==> config.mk <==
export PLATFORM = sky130hd
export DESIGN_NAME = pe_row_drain
export DESIGN_NICKNAME = d
export VERILOG_FILES = /design/src/rtl/pe_row_drain.sv
export SDC_FILE = /design/constraint.sdc
export NUM_CORES = 1
export LEC_CHECK = 0
export BUFFER_PORTS_ARGS = -buffer_cell sky130_fd_sc_hd__buf_2
export CORE_ASPECT_RATIO = 0.6
export CORE_MARGIN = 2
export CORE_UTILIZATION = 35
export DETAILED_ROUTE_END_ITERATION = 12
export PLACE_DENSITY = 0.63
export SLEW_MARGIN = 20
export SYNTH_ARGS = -nofsm -noshare
export SYNTH_HDL_FRONTEND = slang
export SYNTH_SLANG_ARGS = --single-unit
==> constraint.sdc <==
create_clock -name clk -period 1.8 [get_ports clk]
set_input_delay 0.09 -clock clk [delete_from_list [all_inputs] [get_ports clk]]
set_output_delay 0.09 -clock clk [all_outputs]
set_load 0.01 [all_outputs]
==> src/rtl/pe_row_drain.sv <==
// pe_row_drain
// Drains one systolic PE row after a multiply pass. The controller enables
// the row for the pass, snapshots every partial sum into a shadow register
// once the last skewed beat has settled, then streams the elements out one
// per valid/ready handshake. Element 0 is streamed first.
//
// Ports
//   clk        rising-edge clock
//   rst        synchronous active-high reset
//   start      pass start pulse; first operand beat is in this cycle
//   row_result Y_COL*RW concatenated PE results, element 0 in the MSB slice
//   pe_en      enable to the PE row during a pass
//   busy       controller is not idle
//   m_valid    output element valid
//   m_ready    downstream accepts the element
//   m_data     current element
//   m_index    index of the current element
//   m_last     current element is the final one
//   overrun    sticky flag: start seen while busy
//
// state  | meaning
// IDLE   | waiting for start
// RUN    | PE row enabled, counting beats plus skew
// DRAIN  | shadow captured, streaming elements
module pe_row_drain #(
  parameter int BITWIDTH                 = 8,
  parameter int IS_BITWIDTH_DOUBLE_SCALE = 0,
  parameter int Y_COL                    = 2,
  parameter int K_DEPTH                  = 3,
  localparam int RW = BITWIDTH * (IS_BITWIDTH_DOUBLE_SCALE + 1),
  localparam int IW = (Y_COL > 1) ? $clog2(Y_COL) : 1
) (
  input  logic                  clk,
  input  logic                  rst,
  input  logic                  start,
  input  logic [Y_COL*RW-1:0]   row_result,
  output logic                  pe_en,
  output logic                  busy,
  output logic                  m_valid,
  input  logic                  m_ready,
  output logic [RW-1:0]         m_data,
  output logic [IW-1:0]         m_index,
  output logic                  m_last,
  output logic                  overrun
);

  localparam int CW = $clog2(K_DEPTH + Y_COL);
  localparam logic [CW-1:0] CNT_LOAD = CW'(K_DEPTH + Y_COL - 1);
  localparam logic [IW-1:0] IDX_LAST = IW'(Y_COL - 1);

  localparam logic [1:0] ST_IDLE  = 2'd0;
  localparam logic [1:0] ST_RUN   = 2'd1;
  localparam logic [1:0] ST_DRAIN = 2'd2;

  logic [1:0]          state_q,   state_d;
  logic [CW-1:0]       cnt_q,     cnt_d;
  logic [IW-1:0]       idx_q,     idx_d;
  logic [Y_COL*RW-1:0] shadow_q,  shadow_d;
  logic                overrun_q, overrun_d;

  logic          is_last;
  logic          xfer;
  logic [RW-1:0] slice;

  assign is_last = (idx_q == IDX_LAST);
  assign xfer    = (state_q == ST_DRAIN) && m_ready;

  always_comb begin
    slice = '0;
    for (int i = 0; i < Y_COL; i++) begin
      if (idx_q == IW'(i)) slice = shadow_q[(Y_COL-1-i)*RW +: RW];
    end
  end

  always_comb begin
    state_d   = state_q;
    cnt_d     = cnt_q;
    idx_d     = idx_q;
    shadow_d  = shadow_q;
    overrun_d = overrun_q;
    case (state_q)
      ST_IDLE: begin
        if (start) begin
          state_d = ST_RUN;
          cnt_d   = CNT_LOAD;
        end
      end
      ST_RUN: begin
        if (start) overrun_d = 1'b1;
        if (cnt_q == '0) begin
          shadow_d = row_result;
          idx_d    = '0;
          state_d  = ST_DRAIN;
        end else begin
          cnt_d = cnt_q - CW'(1);
        end
      end
      ST_DRAIN: begin
        if (xfer && is_last) begin
          // A start coinciding with the final transfer chains straight into
          // the next pass without an idle bubble.
          if (start) begin
            state_d = ST_RUN;
            cnt_d   = CNT_LOAD;
          end else begin
            state_d = ST_IDLE;
          end
        end else begin
          if (start) overrun_d = 1'b1;
          if (xfer) idx_d = idx_q + IW'(1);
        end
      end
      default: state_d = ST_IDLE;
    endcase
  end

  always_ff @(posedge clk) begin
    if (rst) begin
      state_q   <= ST_IDLE;
      cnt_q     <= '0;
      idx_q     <= '0;
      shadow_q  <= '0;
      overrun_q <= 1'b0;
    end else begin
      state_q   <= state_d;
      cnt_q     <= cnt_d;
      idx_q     <= idx_d;
      shadow_q  <= shadow_d;
      overrun_q <= overrun_d;
    end
  end

  assign pe_en   = (state_q == ST_RUN);
  assign busy    = (state_q != ST_IDLE);
  assign m_valid = (state_q == ST_DRAIN);
  assign m_data  = m_valid ? slice : '0;
  assign m_index = m_valid ? idx_q : '0;
  assign m_last  = m_valid && is_last;
  assign overrun = overrun_q;

endmodule
==> reports/metrics.csv <==
metric,value,unit
status,"finished, final reports clean",
Layout Cells excl Fill,200,
core box area,2850,sq um
Post-Synthesis Mean Instance Area,8.15,sq um
clock latency on the worst-skew pair,0.26,ns
Final Hold Fails,0,
Worst-Margin Slew,0.601,ns
Clk pwr share,28.8,%
Max Clk Rate,659,MHz
Reg power frac,52.2,%
RSZ-0062 raised after global routing,no,
detailed-route wire length,2130,um
total power,1.10,mW
largest net degree at the start of global routing,25,
Final nets,181,
Comb pwr share,19.0,%
"area leader, netlist",dfxtp_1,
Die Area,3450,sq um
Die Y,46.3,um
post-synthesis cell count,128,
Final Skew,0.00148,ns
Routed WL per cell,10.6,um
most common cell in the netlist,nand2_1,
placed cell count,196,
clk sinks,23,
Seq cells post-synth,23,
CP required,1.71,ns
Worst Path Max Fanout,11,
Worst Setup End Kind,output pin,
Mapped Area,1040,sq um
post-CTS setup buffers,0,
crit path launch type,flip-flop,
fin crit share,84.3,%
Tot GR Track Use,13.6,%
Net Sw Power,0.309,mW
routing usage on met1,17.7,%
area growth from synthesis to layout,21.3,%
initial antenna violation count,0,
Fin Setup TNS,0,ns
# hold bufs at CTS,0,
grt ovf,0,
CTS Buf Count,3,
"Top FF cell, synth",dfxtp_1,
vias in the first global route,807,
Unique masters post-synth,28,
Fill cells,309,
layout cells sized above 1,27.8,%
hpwl dp,1550,um
"Clk pin slew, worst setup/hold paths",0.08,ns
Hold WC Path Type,input pin to flip-flop,
Clock Tree Root,clkbuf_8,
H-tree Lvls,1,
grt met3 use,5.25,%
CTS-repair resized insts,0,
CTS tree,built,
Vias/cell,4.45,
arrival time at the worst endpoint,1.43,ns
switch share,28.0,%
post-route minimum period,1.52,ns
critical path type,flip-flop to output pin,
Most Crowded Layer GR,met2,
Min Hold Slack,0.0606,ns
CTS Buffer Depth,2,
# rows,15,
sequential area share after synthesis,44.1,%
vias,890,
die width,74.5,um
share of the synthesized area in the top cell type,44.1,%
# diodes,0,
DRT Pass-1 Iters,4,
relative slew slack,59.9,%
Leak,0.513,nW
Ys Warns,0,
Post-Syn Nets,150,
Starting Density,36.6,%
PD cells,871,nW/um^2
ys async rst share,0,%
Post-synth EDFFs,0,
DRC,0,
Detailed Route Iter0 Violations,56,
Max VDD drop,0.474,mV
IO buf count,33,
synth top area cells,"dfxtp_1 44%, nand2_1 12%, a21oi_1 9.6%, mux2i_1 7.7%, nor2_1 4.0%",
final slew viol count,0,
grt met2 use,21.4,%
Synth top cells by count,"33 x nand2_1, 23 x dfxtp_1, 20 x a21oi_1",
gpl congestion,0.755,
DRT antenna net count,0,
maxcap violations,0,
I/O pins,34,
Int Power,0.794,mW
first-pass GRT wire length,3440,um
final setup vio count,0,
## layer usage
metal,up-vias,share of wire (%)
met5,-,0
li1,473,-
met2,25,42
met4,0,0
met1,392,51
met3,0,6.3
## through the flow
stage	util [%]	setup WS, ns	area (sq um)
2_1_floorplan	-	0.469	1040
3_3_place_gp	42.8	0.376	1220
3_5_place_dp	42.8	0.297	1220
4_1_cts	44.4	0.262	1270
5_1_grt	44.4	0.114	1270
6_report	44.4	0.283	1270
## power groups by stage
| stage | Combinational (mW) | Sequential, mW | Clock, mW |
|---|---|---|---|
| 2_1_floorplan | 0.161 | 0.579 | 0 |
| 3_3_place_gp | 0.207 | 0.586 | 0 |
| 3_5_place_dp | 0.210 | 0.588 | 0 |
| 4_1_cts | 0.212 | 0.576 | 0.324 |
| 5_1_grt | 0.236 | 0.581 | 0.344 |
| 6_report | 0.210 | 0.575 | 0.317 |
## layout make-up
cell class	instances	area (sq um)	share of cell area (%)
multi-input cells	92	515	40.7
clock inverters	1	5.00	0.395
flip-flops and latches	23	460	36.4
clock buffers	3	41.3	3.26
repair buffers	34	173	13.6
well taps	42	52.6	4.15
inverters	5	18.8	1.48
## state kept, by name, summed over array words and instances (netlist names)
name / count
shadow_q: 16
cnt_q: 3
state_q: 2
idx_q: 1
overrun: 1
## critical path, stage by stage, from the launching register on
cell and delay (ns):
dfxtp_1 0.71, mux2i_1 0.25, nor2_1 0.07, buf_2 0.14
## layout by cell type (no fill, tap or decap)
cell type  instances
or2_2              1
buf_2             33
a211oi_1           1
and2_1             1
a21oi_4            1
mux2i_1            8
nor2b_1            1
nand2_1           33
o31ai_1            1
inv_1              4
nor3_1             1
nand2b_4           2
ha_1               2
nor2_1            11
o21a_1             1
clkinv_2           1
a31oi_1            1
buf_4              1
clkbuf_8           3
or2_1              1
inv_2              1
a21oi_1           20
dfxtp_1           23
nor2_4             1
or3_1              1
nand2b_1           2
a21boi_0           1
o21ai_0            1
## worst paths after layout
path | depth (start not counted) | end | startpoint | slack, ns
max | 3 | m_data[3] | idx_q$_SDFFE_PP0P_ | 0.28
min | 3 | shadow_q[6]$_SDFFE_PP0P_ | row_result[6] | 0.06
max reg2reg | 6 | shadow_q[15]$_SDFFE_PP0P_ | cnt_q[0]$_SDFFE_PP0P_ | 0.28
min reg2reg | 2 | overrun$_SDFFE_PP0P_ | overrun$_SDFFE_PP0P_ | 0.45
## cells by family (layout without fill, tap and decap cells)
logic type	after synthesis	in the layout	share of synthesized area [%]
compound gates	27	27	15.1
fa+ha+maj	2	2	2.40
buf+inv	13	43	6.47
flops	23	23	44.1
mux	8	8	7.67
simple gates	55	55	24.2
Power figures use the tool's default switching activity.
